**src/rtl/pipeline_ctrl_pkg.sv**
```systemverilog
`default_nettype none
// ============================================================================
// Module   : pipeline_ctrl_pkg
// Purpose  : Shared definitions for the pipeline stall/flush controller:
//            control-vector bit indices, canned control words, FSM state
//            encodings and the default exception vector.
// Revision : 1.0 - initial release
// ============================================================================
package pipeline_ctrl_pkg;

  // Bit positions shared by the stall and flush vectors.
  localparam int STALL_PC    = 0;
  localparam int STALL_IFID  = 1;
  localparam int STALL_IDEX  = 2;
  localparam int STALL_EXMEM = 3;

  localparam logic [31:0] EXC_VECTOR_DEFAULT = 32'h0000_0380;

  // Freeze every register.
  localparam logic [3:0] c_stall_all = 4'b1111;
  // Hold PC and IF/ID, bubble into ID/EX (EX/MEM bit is 0).
  localparam logic [3:0] c_stall_load_use =
    4'((1 << STALL_PC) | (1 << STALL_IFID) | (1 << STALL_IDEX));
  // Kill everything younger than MEM; the PC itself is redirected, not cleared.
  localparam logic [3:0] c_flush_exc =
    4'((1 << STALL_IFID) | (1 << STALL_IDEX) | (1 << STALL_EXMEM));
  // Kill the wrong-path fetch sitting in IF/ID.
  localparam logic [3:0] c_flush_branch = 4'(1 << STALL_IFID);

  typedef enum logic [1:0] {
    ST_IDLE      = 2'd0,
    ST_MDU_WAIT  = 2'd1,
    ST_EXC_FLUSH = 2'd2
  } ctrl_state_e;

endpackage
`default_nettype wire

```
**src/rtl/pipeline_ctrl_if.sv**
```systemverilog
`default_nettype none
// ============================================================================
// Module   : pipeline_ctrl_if
// Purpose  : Bundle of hazard inputs and control outputs between the pipeline
//            datapath (master) and the stall/flush controller (slave).
// Signals  : id_rs/id_rt/id_uses_rt/id_branch_taken  - ID stage status
//            ex_mem_read/ex_dst_reg/ex_mdu_start      - EX stage status
//            mem_req/mem_ready/mem_exc_valid          - MEM stage status
//            stall_C/flush_C                          - per-register control
//            pc_redirect/pc_redirect_addr             - exception redirect
//            mdu_done/mdu_abort                       - divider status
// Revision : 1.0 - initial release
// ============================================================================
interface pipeline_ctrl_if;
  import pipeline_ctrl_pkg::*;

  logic [4:0]  id_rs;
  logic [4:0]  id_rt;
  logic        id_uses_rt;
  logic        id_branch_taken;
  logic        ex_mem_read;
  logic [4:0]  ex_dst_reg;
  logic        ex_mdu_start;
  logic        mem_req;
  logic        mem_ready;
  logic        mem_exc_valid;
  logic [3:0]  stall_C;
  logic [3:0]  flush_C;
  logic        pc_redirect;
  logic [31:0] pc_redirect_addr;
  logic        mdu_done;
  logic        mdu_abort;

  modport master (
    output id_rs, id_rt, id_uses_rt, id_branch_taken,
    output ex_mem_read, ex_dst_reg, ex_mdu_start,
    output mem_req, mem_ready, mem_exc_valid,
    input  stall_C, flush_C, pc_redirect, pc_redirect_addr,
    input  mdu_done, mdu_abort
  );

  modport slave (
    input  id_rs, id_rt, id_uses_rt, id_branch_taken,
    input  ex_mem_read, ex_dst_reg, ex_mdu_start,
    input  mem_req, mem_ready, mem_exc_valid,
    output stall_C, flush_C, pc_redirect, pc_redirect_addr,
    output mdu_done, mdu_abort
  );

endinterface
`default_nettype wire

```
**src/rtl/pipeline_ctrl_hazard_detect.sv**
```systemverilog
`default_nettype none
// ============================================================================
// Module   : hazard_detect
// Purpose  : Combinational load-use detector. Flags when the load in EX
//            writes a register the ID instruction is about to read.
// Ports    : i_ex_mem_read  - EX instruction is a load
//            i_ex_dst_reg   - EX destination register
//            i_id_rs/i_id_rt- ID source registers
//            i_id_uses_rt   - ID instruction actually reads rt
//            o_load_use     - hazard present this cycle
// Revision : 1.0 - initial release
// ============================================================================
module hazard_detect
  import pipeline_ctrl_pkg::*;
(
  input  logic       i_ex_mem_read,
  input  logic [4:0] i_ex_dst_reg,
  input  logic [4:0] i_id_rs,
  input  logic [4:0] i_id_rt,
  input  logic       i_id_uses_rt,
  output logic       o_load_use
);

  logic w_rs_match;
  logic w_rt_match;

  assign w_rs_match = (i_ex_dst_reg == i_id_rs);
  assign w_rt_match = i_id_uses_rt && (i_ex_dst_reg == i_id_rt);

  // r0 is hardwired to zero, so a load targeting it never produces a value.
  assign o_load_use = i_ex_mem_read && (i_ex_dst_reg != 5'd0) &&
                      (w_rs_match || w_rt_match);

endmodule
`default_nettype wire

```
**src/rtl/pipeline_ctrl.sv**
```systemverilog
`default_nettype none
// ============================================================================
// Module   : pipeline_ctrl
// Purpose  : Central stall/flush controller for the five-stage pipeline.
//            Prioritises exceptions, memory wait states, divider occupancy,
//            load-use hazards and taken branches into one control word.
// Ports    : clk, rst (async, active-high)
//            bus       - pipeline_ctrl_if.slave (hazard inputs, control out)
// Params   : MDU_CYCLES - stalled cycles per divide (>= 2)
//            EXC_VECTOR - exception handler address
// Config   : PIPE_CTRL_MDU_EN - compiles in the divider wait state, counter,
//            mdu_done and mdu_abort; otherwise ex_mdu_start is ignored.
// Revision : 1.0 - initial release
// ============================================================================
module pipeline_ctrl
  import pipeline_ctrl_pkg::*;
#(
  parameter int          MDU_CYCLES = 32,
  parameter logic [31:0] EXC_VECTOR = EXC_VECTOR_DEFAULT
)
(
  input  logic            clk,
  input  logic            rst,
  pipeline_ctrl_if.slave  bus
);

  ctrl_state_e r_state;

  logic        w_load_use;
  logic        w_mem_wait;
  logic        w_exc_take;
  logic        w_mdu_busy;
  logic        w_mdu_start;
  logic [3:0]  w_stall;
  logic [3:0]  w_flush;
  logic        w_redirect;
  logic [31:0] w_redirect_addr;
  logic        w_abort;

  hazard_detect u_hazard_detect (
    .i_ex_mem_read (bus.ex_mem_read),
    .i_ex_dst_reg  (bus.ex_dst_reg),
    .i_id_rs       (bus.id_rs),
    .i_id_rt       (bus.id_rt),
    .i_id_uses_rt  (bus.id_uses_rt),
    .o_load_use    (w_load_use)
  );

  assign w_mem_wait = bus.mem_req && !bus.mem_ready;
  // The exception already being flushed must not re-trigger a redirect.
  assign w_exc_take = bus.mem_exc_valid && (r_state != ST_EXC_FLUSH);

`ifdef PIPE_CTRL_MDU_EN
  localparam int CNT_W = $clog2(MDU_CYCLES);
  // The start cycle and the zero-count cycle are both stalled, hence -2.
  localparam logic [CNT_W-1:0] C_CNT_LOAD = CNT_W'(MDU_CYCLES - 2);

  logic [CNT_W-1:0] r_cnt;
  logic             r_mdu_done;

  assign w_mdu_busy  = (r_state == ST_MDU_WAIT);
  assign w_mdu_start = (r_state == ST_IDLE) && bus.ex_mdu_start;
  assign bus.mdu_done = r_mdu_done;
`else
  logic w_unused;
  assign w_unused     = bus.ex_mdu_start ^ MDU_CYCLES[0];
  assign w_mdu_busy   = 1'b0;
  assign w_mdu_start  = 1'b0;
  assign bus.mdu_done = 1'b0;
`endif

  always_ff @(posedge clk or posedge rst) begin
    if (rst) begin
      r_state    <= ST_IDLE;
`ifdef PIPE_CTRL_MDU_EN
      r_cnt      <= '0;
      r_mdu_done <= 1'b0;
`endif
    end else begin
`ifdef PIPE_CTRL_MDU_EN
      r_mdu_done <= 1'b0;
`endif
      case (r_state)
        ST_EXC_FLUSH: r_state <= ST_IDLE;
`ifdef PIPE_CTRL_MDU_EN
        ST_MDU_WAIT: begin
          if (w_exc_take) begin
            r_state <= ST_EXC_FLUSH;
            r_cnt   <= '0;
          end else if (!w_mem_wait) begin
            // A memory wait freezes the divider along with the pipeline.
            if (r_cnt == '0) begin
              r_state    <= ST_IDLE;
              r_mdu_done <= 1'b1;
            end else begin
              r_cnt <= r_cnt - CNT_W'(1);
            end
          end
        end
`endif
        default: begin
          if (w_exc_take) begin
            r_state <= ST_EXC_FLUSH;
          end
`ifdef PIPE_CTRL_MDU_EN
          else if (bus.ex_mdu_start) begin
            r_state <= ST_MDU_WAIT;
            r_cnt   <= C_CNT_LOAD;
          end
`endif
          else begin
            r_state <= ST_IDLE;
          end
        end
      endcase
    end
  end

  // Priority chain; a taken branch is dropped under any stall because ID
  // will present it again once the pipeline moves.
  always_comb begin
    w_stall         = '0;
    w_flush         = '0;
    w_redirect      = 1'b0;
    w_redirect_addr = '0;
    w_abort         = 1'b0;
    if (!rst) begin
      if (r_state == ST_EXC_FLUSH) begin
        w_flush = c_flush_exc;
      end else if (bus.mem_exc_valid) begin
        w_flush         = c_flush_exc;
        w_redirect      = 1'b1;
        w_redirect_addr = EXC_VECTOR;
        w_abort         = w_mdu_busy;
      end else if (w_mem_wait || w_mdu_busy || w_mdu_start) begin
        w_stall = c_stall_all;
      end else if (w_load_use) begin
        w_stall = c_stall_load_use;
      end else if (bus.id_branch_taken) begin
        w_flush = c_flush_branch;
      end
    end
  end

  assign bus.stall_C          = w_stall;
  assign bus.flush_C          = w_flush;
  assign bus.pc_redirect      = w_redirect;
  assign bus.pc_redirect_addr = w_redirect_addr;
  assign bus.mdu_abort        = w_abort;

endmodule
`default_nettype wire

```
**src/flat_wrapper.sv**
```systemverilog
// flat-port wrapper written by rule: the top's interface ports become plain ports
module pipeline_ctrl_flat import pipeline_ctrl_pkg::*;
#(
  parameter int          MDU_CYCLES = 32,
  parameter logic [31:0] EXC_VECTOR = EXC_VECTOR_DEFAULT
)
  (clk, rst, bus_id_rs, bus_id_rt, bus_id_uses_rt, bus_id_branch_taken, bus_ex_mem_read, bus_ex_dst_reg, bus_ex_mdu_start, bus_mem_req, bus_mem_ready, bus_mem_exc_valid, bus_stall_C, bus_flush_C, bus_pc_redirect, bus_pc_redirect_addr, bus_mdu_done, bus_mdu_abort);
  pipeline_ctrl_if bus_i ();
  input  logic clk;
  input  logic rst;
  input wire logic [$bits(bus_i.id_rs)-1:0] bus_id_rs;
  input wire logic [$bits(bus_i.id_rt)-1:0] bus_id_rt;
  input wire logic [$bits(bus_i.id_uses_rt)-1:0] bus_id_uses_rt;
  input wire logic [$bits(bus_i.id_branch_taken)-1:0] bus_id_branch_taken;
  input wire logic [$bits(bus_i.ex_mem_read)-1:0] bus_ex_mem_read;
  input wire logic [$bits(bus_i.ex_dst_reg)-1:0] bus_ex_dst_reg;
  input wire logic [$bits(bus_i.ex_mdu_start)-1:0] bus_ex_mdu_start;
  input wire logic [$bits(bus_i.mem_req)-1:0] bus_mem_req;
  input wire logic [$bits(bus_i.mem_ready)-1:0] bus_mem_ready;
  input wire logic [$bits(bus_i.mem_exc_valid)-1:0] bus_mem_exc_valid;
  output wire logic [$bits(bus_i.stall_C)-1:0] bus_stall_C;
  output wire logic [$bits(bus_i.flush_C)-1:0] bus_flush_C;
  output wire logic [$bits(bus_i.pc_redirect)-1:0] bus_pc_redirect;
  output wire logic [$bits(bus_i.pc_redirect_addr)-1:0] bus_pc_redirect_addr;
  output wire logic [$bits(bus_i.mdu_done)-1:0] bus_mdu_done;
  output wire logic [$bits(bus_i.mdu_abort)-1:0] bus_mdu_abort;
  assign bus_i.id_rs = bus_id_rs;
  assign bus_i.id_rt = bus_id_rt;
  assign bus_i.id_uses_rt = bus_id_uses_rt;
  assign bus_i.id_branch_taken = bus_id_branch_taken;
  assign bus_i.ex_mem_read = bus_ex_mem_read;
  assign bus_i.ex_dst_reg = bus_ex_dst_reg;
  assign bus_i.ex_mdu_start = bus_ex_mdu_start;
  assign bus_i.mem_req = bus_mem_req;
  assign bus_i.mem_ready = bus_mem_ready;
  assign bus_i.mem_exc_valid = bus_mem_exc_valid;
  assign bus_stall_C = bus_i.stall_C;
  assign bus_flush_C = bus_i.flush_C;
  assign bus_pc_redirect = bus_i.pc_redirect;
  assign bus_pc_redirect_addr = bus_i.pc_redirect_addr;
  assign bus_mdu_done = bus_i.mdu_done;
  assign bus_mdu_abort = bus_i.mdu_abort;
  pipeline_ctrl #(.MDU_CYCLES(MDU_CYCLES), .EXC_VECTOR(EXC_VECTOR)) u_core (.clk(clk), .rst(rst), .bus(bus_i));
endmodule
```
**config.mk**
```make
export PLATFORM = sky130hd
export DESIGN_NAME = pipeline_ctrl_flat
export DESIGN_NICKNAME = d
export VERILOG_FILES = /design/src/rtl/pipeline_ctrl_pkg.sv /design/src/rtl/pipeline_ctrl_if.sv /design/src/rtl/pipeline_ctrl_hazard_detect.sv /design/src/rtl/pipeline_ctrl.sv /design/src/flat_wrapper.sv
export SDC_FILE = /design/constraint.sdc
export NUM_CORES = 1
export LEC_CHECK = 0
export CORE_ASPECT_RATIO = 1.1
export CORE_MARGIN = 5
export CORE_UTILIZATION = 25
export CTS_CLUSTER_DIAMETER = 60
export DETAILED_ROUTE_END_ITERATION = 10
export PLACE_DENSITY = 0.77
export SLEW_MARGIN = 20
export SYNTH_ARGS = -nofsm -noshare
export SYNTH_HDL_FRONTEND = slang
export SYNTH_SLANG_ARGS = --single-unit
```
**constraint.sdc**
```tcl
create_clock -name clk -period 2.8 [get_ports clk]
set_input_delay 0.7 -clock clk [delete_from_list [all_inputs] [get_ports clk]]
set_output_delay 0.7 -clock clk [all_outputs]
set_load 0.005 [all_outputs]
```
* After elaboration in Yosys (flattened, before gate mapping)
Cells that the tools add are included.
Storage, ports and cells: register bits after elaboration 2, bits in latches 0, memory bits (writable) 0, ROM bits 0, output and inout port bits 43, logic and storage cells 32, memories 0
Operators by class: add/subtract/negate cells 0, multiply operators 0, div/mod/pow operators 0, magnitude comparators 0, eq/ne operators 4, shift-type cells 0, muxes and demuxes 19, bitwise operators 0, reductions and logical operators 8
Operators with widths (count):
- $mux W32 | 2
- $mux W4 | 9
- $eq A5 B5 Y1 | 2
- $mux W10 | 1
- $mux W2 | 3
- $logic_and A1 B1 Y1 | 5
- $reduce_bool A5 Y1 | 1
- $mux W1 | 3
- $mux W3 | 1
- $eq A2 B2 Y1 const B | 1
- $ne A2 B2 Y1 const B | 1
- $logic_not A1 Y1 | 1
- $logic_or A1 B1 Y1 | 1

* Depth between registers and ports, before layout
Gate-level depths: netlist (run 1).
depth in word-level cells 9, gate-level depth with buffers 5

* Hierarchy
Synthesis (run 1) repeated with hierarchy kept, for this count alone.
Second synthesis, totals: cell total of the unflattened synthesis 68, area total of the unflattened synthesis 511.7 um^2
By module, submodules not included:
- pipeline_ctrl | times used 1, cells each 51, area each 379.1 um^2
- hazard_detect | times used 1, cells each 17, area each 132.6 um^2

* Least setup slack after synthesis (run 1)
No wires, ideal clock.
path type in2out, from in bus_ex_dst_reg[4], to out bus_stall_C[1], arrival 1.749 ns, required time 2.100 ns, slack 0.351 ns, stages 5, buffers on the path 1, cells stage by stage or4_1 o21ai_2 nor4_1 a21o_1 buf_4
Between the ends: cells in the longest elaborated chain, start to end 9, elaborated cells between the ends (all ways) 12, those cells by class eq/ne (2); mux (5); reduce/logical (5)
Ends and longest elaborated chain:
- start: declaration | RTL line flat_wrapper.sv:16 | input wire logic [$bits(bus_i.ex_dst_reg)-1:0] bus_ex_dst_reg;
- $eq A5 B5 Y1 | RTL line pipeline_ctrl_hazard_detect.sv:28 | assign w_rt_match = i_id_uses_rt && (i_ex_dst_reg == i_id_rt);
- $logic_and A1 B1 Y1 | RTL line pipeline_ctrl_hazard_detect.sv:28
- $logic_or A1 B1 Y1 | RTL line pipeline_ctrl_hazard_detect.sv:32 | (w_rs_match || w_rt_match);
- $logic_and A1 B1 Y1 (*) | RTL line pipeline_ctrl_hazard_detect.sv:31 | assign o_load_use = i_ex_mem_read && (i_ex_dst_reg != 5'd0) &&
- $mux W3 (*) | RTL line pipeline_ctrl.sv:137 | end else if (w_load_use) begin
- $mux W4 (*) | RTL line pipeline_ctrl.sv:135 | end else if (w_mem_wait || w_mdu_busy || w_mdu_start) begin
- $mux W4 (*) | RTL line pipeline_ctrl.sv:130 | end else if (bus.mem_exc_valid) begin
- $mux W4 (*) | RTL line pipeline_ctrl.sv:128 | if (r_state == ST_EXC_FLUSH) begin
- $mux W4 (*) | RTL line pipeline_ctrl.sv:127 | if (!rst) begin
- end: declaration | RTL line flat_wrapper.sv:21 | output wire logic [$bits(bus_i.stall_C)-1:0] bus_stall_C;
Every way passes the cells marked *; elsewhere a longest branch is shown, timed or not.

* Final worst setup path (run 1)
from in bus_ex_dst_reg[2], to out bus_stall_C[1]
The elaborated chain is that of the path after synthesis.

==> metrics.cfg, run 1 <==
[drt]
wl_um = 1410
wl_per_cell_um = 10.3
firstDrtPassIters = 4
drc_errors = 0
dr.first_iter.drc_count = 3
ant_nets = 0
routed_via_density = 3.65
routed-via-count = 500

[placed_design]
io_buffers = 33
place_area_um2 = 792
hpwl_um = 1280
dpl.cell_count = 134
routabilityCongestion = 0.654

[worst_hold_path]
min_from = u_core.r_state[1]
min_path_type = register to register
hold_depth = 1
whs_endpoint = u_core.r_state[1]

[worst_setup_path]
crit_slowest_cell = or4_4
crit_start = bus_ex_dst_reg[2]
critPathKind = input port to primary output
crit_buf_inv = 3
required_ns = 2.10
slowest_delay_ns = 0.44
arrival_ns = 2.01
cpLargestDelayFamily = buffers and inverters
critPathCaptureType = primary output
crit_fanout = 3
ff2ff_setup_slack_ns = 2.21
crit_chain = dlygate4sd2_1 > or4_4 > o21ai_4 > buf_6 > nor4_1 > a21o_1 > buf_2
r2r-end = u_core.r_state[1]
rr_startpoint = u_core.r_state[1]
start_kind = input port
reg2reg_depth = 1

[sta]
grt_setup_unrepaired = no
hold_viol = 0
clock_skew_ns = 0
setup_viol = 0
max_freq_mhz = 368
fin_crit_sh_pct = 97.0
slew_violations = 0
finalCriticalPeriod_ns = 2.71

[power_and_ir_drop]
p_per_area_nw_per_um2 = 150
p_clk_share_pct = 0
p_int_w = 0.0000789
ir_drop_v = 0.0000675
switching_power_w = 0.0000450
seqPwrFrac_pct = 13.7
p_total_w = 0.000124
p_sw_share_pct = 36.3
power_leakage_nw = 0.403
comb_power_share_pct = 86.3

[synth]
synth_area_um2 = 513
synth_warnings = 0
synth_top_area_share_pct = 55.6
yosysSeqAreaShare_pct = 4.88
yosys.area.top_type = buf_4
synthCells = 69
ys_seq_elements = 1
synth_cell_types = 19
ys_top_cells_by_area = buf_4 (56%), xnor2_1 (17%), dfrtp_1 (4.9%)
avgSynthCellArea_um2 = 7.43

[cts]
clock_latency_ns = 0
clkTransAtPathRegs_ns = 0

[cells_and_area]
largest_register = u_core.r_state
drive_above_1_share_pct = 24.8
layout.nets = 135
area_delta_synth_final_pct = 60.5
stdcell_count = 137
final_common_cell = conb_1
design_area_um2 = 823
antennaDiodeCount = 0
largest_reg_flops = 1
fillers = 210
reg.largest.list = u_core.r_state: 1 flops
final_cell_mix = conb_1 (32), clkdlybuf4s50_1 (21), buf_4 (13)

[global_route]
grt_pass1_vias = 443
grt_first_pass_wirelength_um = 1860
grt_max_degree = 6
grt_overflow = 0
grt_usage_pct = 7.55
antenna_found_initial = 0

[floorplanning]
die_x_um = 53.2
start_util_pct = 25.9
core_um2 = 1980
die_area_um2 = 3060
die_y_um = 57.5
io_pins = 67
std_cell_rows = 17

[outcome]
status = finished, final reports clean

[job]
max-cap-violations = 0

-- metrics by stage --
stage	utilization, %	TNS (ns)	hold WS [ns]	setup slack, ns
after global routing	41.6	0	0.531	0.0147
after floorplan	-	0	0.445	0.351
after global placement	40.0	-1.87	0.484	-0.469
final	41.6	0	0.504	0.0854
after detailed placement	40.0	-2.04	0.497	-0.514
after CTS	40.0	-0.0113	0.509	-0.0113
-- repair_timing --
item | in CTS | in global routing
resized for setup | 27 | 11
setup buffers | 2 | 1
setup endpoints to repair | 7 | 4
cloned | 0 | 0
pin swaps | 4 | 3
hold buffers | 0 | 0
-- synth_stat cells --
library cell   n
nand2b_1       1
nor3b_1        1
buf_4         38
inv_1          1
nand2_1        2
a41oi_1        1
o21ai_0        1
or4_1          1
o22ai_1        1
nor4_1         2
nor2_1         2
nor2b_1        1
nand3_1        2
conb_1         1
nand4_1        1
a21o_1         1
xnor2_1       10
dfrtp_1        1
o21ai_2        1
-- how the worst max path moves through the flow --
stage	to	slack (ns)	cells past startpoint
after detailed placement	bus_flush_C[1]	-0.51	6
after floorplan	bus_stall_C[1]	0.35	5
after CTS	bus_flush_C[1]	-0.01	7
final	bus_stall_C[1]	0.09	7
after global placement	bus_flush_C[1]	-0.47	6
after global routing	bus_stall_C[0]	0.01	7
-- area by class of cell --
class	count	area, um2	share of cell area, %
inverter	1	3.75	0.456
multi-input combinational	60	353	42.9
tap	28	35.0	4.26
sequential	1	25.0	3.04
timing repair buffer	47	407	49.4
-- power groups by stage --
stage,logic (W),clock network [W],registers (W)
after CTS,0.000100,0,0.0000170
after global routing,0.000117,0,0.0000172
after detailed placement,0.000102,0,0.0000169
final,0.000107,0,0.0000170
after global placement,0.0000995,0,0.0000168
after floorplan,0.0000719,0,0.0000167
-- metal layers --
layer  wire [um]  GRT usage [%]  up-vias
met3         208          0.783        2
met5           0              0        -
met1         448           8.51      215
li1            -              -      234
met4          19              0        0
met2         730           15.4       49
-- kinds of logic after synthesis --
kind of cell / synth area share, %
and+or+nand+nor: 13.9
xor gates and xnor gates: 17.1
DFF: 4.88
other: 0.731
AOI/OAI and AO/OA: 7.07
buffers and inverters: 56.3
Note: power is estimated with default switching activity, not from simulation.
==> run 2, diff against run 1 <==
--- a/config.mk
+++ b/config.mk
@@ -10,6 +10,8 @@
 export CORE_UTILIZATION = 25
 export CTS_CLUSTER_DIAMETER = 60
 export DETAILED_ROUTE_END_ITERATION = 10
+export GPL_TIMING_DRIVEN = 0
+export MAX_ROUTING_LAYER = met4
 export PLACE_DENSITY = 0.77
 export SLEW_MARGIN = 20
 export SYNTH_ARGS = -nofsm -noshare
==> run 2 against run 1 <==
Final area rose by 26%. Sequential share of layout area is 0.62 points lower. Worst setup slack lost 0.027 ns. Sequential cell count unchanged. Hold slack improved by 0.13 ns. Core utilization increased by 11 points. Critical path depth unchanged. Cell count increased by 19%. Combinational power grew 24%. Global-route usage increased by 1.1 points. Via count is 13% higher. Clock skew is the same. Critical path type unchanged.
==> metrics.cfg, run 2 (same netlist as run 1, synthesis figures left out) <==
[outcome]
status = finished, final reports clean  ; unchanged

[drt]
firstDrtPassIters = 2  ; was 4
ant_nets = 0  ; unchanged
dr.first_iter.drc_count = 2  ; was 3
wl_per_cell_um = 9.02  ; was 10.3 um
drc_errors = 0  ; unchanged
routed_via_density = 3.45  ; was 3.65
routed-via-count = 563  ; was 500
wl_um = 1470  ; was 1410 um

[sta]
finalCriticalPeriod_ns = 2.74  ; was 2.71 ns
slew_violations = 0  ; unchanged
hold_viol = 0  ; unchanged
grt_setup_unrepaired = no  ; unchanged
fin_crit_sh_pct = 97.9  ; was 97.0%
setup_viol = 0  ; unchanged
whs_ns = 0.633  ; was 0.504 ns
clock_skew_ns = 0  ; unchanged
max_freq_mhz = 365  ; was 368 MHz

[worst_setup_path]
cpLargestDelayFamily = simple AND/OR/NAND/NOR gates  ; was buffers and inverters
crit_buf_inv = 3  ; unchanged
start_kind = input port  ; unchanged
slowest_delay_ns = 0.54  ; was 0.44 ns
path_common_cell = buf_4
crit_fanout = 3  ; unchanged
crit_chain = buf_4 > or4_4 > o21ai_4 > nor4_2 > a21o_1 > buf_4 > buf_4  ; was dlygate4sd2_1 > or4_4 > o21ai_4 > buf_6 > nor4_1 > a21o_1 > buf_2
arrival_ns = 2.04  ; was 2.01 ns
required_ns = 2.10  ; about the same
critPathCaptureType = primary output  ; unchanged
crit_slowest_cell = or4_4  ; unchanged
critPathKind = input port to primary output  ; unchanged

[global_route]
grt_usage_pct = 8.68  ; was 7.55%
grt_overflow = 0  ; unchanged
grt_max_degree = 6  ; unchanged
grt_pass1_vias = 564  ; was 443
grt_first_pass_wirelength_um = 2150  ; was 1860 um
antenna_found_initial = 0  ; unchanged

[power_and_ir_drop]
p_per_area_nw_per_um2 = 146  ; was 150 nW/um2
ir_drop_v = 0.0000766  ; was 0.0000675 V
power_leakage_nw = 0.559  ; was 0.403 nW
p_total_w = 0.000151  ; was 0.000124 W

[floorplanning]
io_pins = 67  ; unchanged
std_cell_rows = 17  ; unchanged
die_y_um = 57.5  ; unchanged
core_um2 = 1980  ; unchanged
start_util_pct = 25.9  ; unchanged
die_x_um = 53.2  ; unchanged
die_area_um2 = 3060  ; unchanged

[placed_design]
dpl.cell_count = 161  ; was 134
routabilityCongestion = 0.627  ; was 0.654
io_buffers = 33  ; unchanged
hpwl_um = 1360  ; was 1280 um
place_area_um2 = 995  ; was 792 um2

[cells_and_area]
post-route-util_pct = 52.3  ; was 41.6%
antennaDiodeCount = 0  ; unchanged
drive_above_1_share_pct = 39.3  ; was 24.8%
largest_reg_flops = 1  ; unchanged
final_common_cell = buf_4  ; was conb_1
final_cell_mix = buf_4 (42), conb_1 (32), clkdlybuf4s50_1 (21)  ; was conb_1 (32), clkdlybuf4s50_1 (21), buf_4 (13)
area_delta_synth_final_pct = 102  ; was 60.5%
reg.largest.list = u_core.r_state: 1 flops  ; unchanged
fillers = 198  ; was 210
stdcell_count = 163  ; was 137
regArea_um2 = 25.0  ; unchanged
design_area_um2 = 1030  ; was 823 um2
multiInputGateArea_um2 = 365  ; was 353 um2
largest_register = u_core.r_state  ; unchanged
layout.nets = 161  ; was 135

[job]
max-cap-violations = 0  ; unchanged

[cts]
clkTransAtPathRegs_ns = 0  ; about the same
clock_latency_ns = 0  ; about the same

[worst_hold_path]
min_path_type = register to register  ; unchanged

[run 2: cell types whose count changed in the layout (fill, tap and decap cells not counted), sizes merged]
| cell | before | now |
|---|---|---|
| buf | 18 | 46 |
| clkdlybuf4s15 | 1 | 2 |
| clkbuf | 2 | 0 |
| dlygate4sd2 | 4 | 3 |
[run 2: path summary, 6_finish.rpt]
check,startpoint,to,slack (ns),cells past startpoint
setup / recovery,bus_ex_dst_reg[2],bus_stall_C[2],0.06,7
hold / removal,u_core.r_state[1],u_core.r_state[1],0.63,1
setup reg to reg,u_core.r_state[1],u_core.r_state[1],2.08,1
hold reg to reg,u_core.r_state[1],u_core.r_state[1],0.63,1
max in group asynchronous,rst,u_core.r_state[1],1.84,2
min in group asynchronous,rst,u_core.r_state[1],0.84,2
[run 2: what timing repair did]
action	CTS	global route
hold endpoints to repair	0	0
setup endpoints to repair	10	4
pin swaps	4	4
hold buffers	0	0
buffers inserted	1	1
gates resized for setup	38	4
[run 2: routing by layer]
metal / GRT usage [%] / vias to the layer above / part of all wire (%)
li1: - / 286 / -
met1: 8.68 / 234 / 34
met2: 17.6 / 43 / 52
met3: 1.57 / 0 / 14
met4: 0.365 / 0 / 0
met5: - / - / 0
[run 2: through the flow]
| stage | TNS [ns] | setup WS, ns |
|---|---|---|
| 3_3_place_gp | -2.99 | -0.611 |
| 6_report | 0 | 0.0588 |
| 4_1_cts | 0 | 0.0201 |
| 2_1_floorplan | 0 | 0.351 |
| 5_1_grt | 0 | 0.00287 |
| 3_5_place_dp | -3.28 | -0.663 |
[run 2: cell type report]
class / count / share of cell area [%]
well taps: 28 / 3.39
flip-flops and latches: 1 / 2.42
plain buffers: 38 / 27.6
inverters: 1 / 0.363
multi-input cells: 60 / 35.3
repair buffers: 35 / 31.0
[run 2: where the power goes]
part / total, W / switching, W / internal, W
Clock: 0 / 0 / 0
Sequential: 0.0000182 / 0.00000250 / 0.0000157
Combinational: 0.000133 / 0.0000472 / 0.0000856
==> run 3, diff against run 2 <==
--- a/config.mk
+++ b/config.mk
@@ -5,6 +5,7 @@
 export SDC_FILE = /design/constraint.sdc
 export NUM_CORES = 1
 export LEC_CHECK = 0
+export CAP_MARGIN = 20
 export CORE_ASPECT_RATIO = 1.1
 export CORE_MARGIN = 5
 export CORE_UTILIZATION = 25
==> results of run 3 <==
No change in the layout: final DEF, timing and power equal those of run 2.
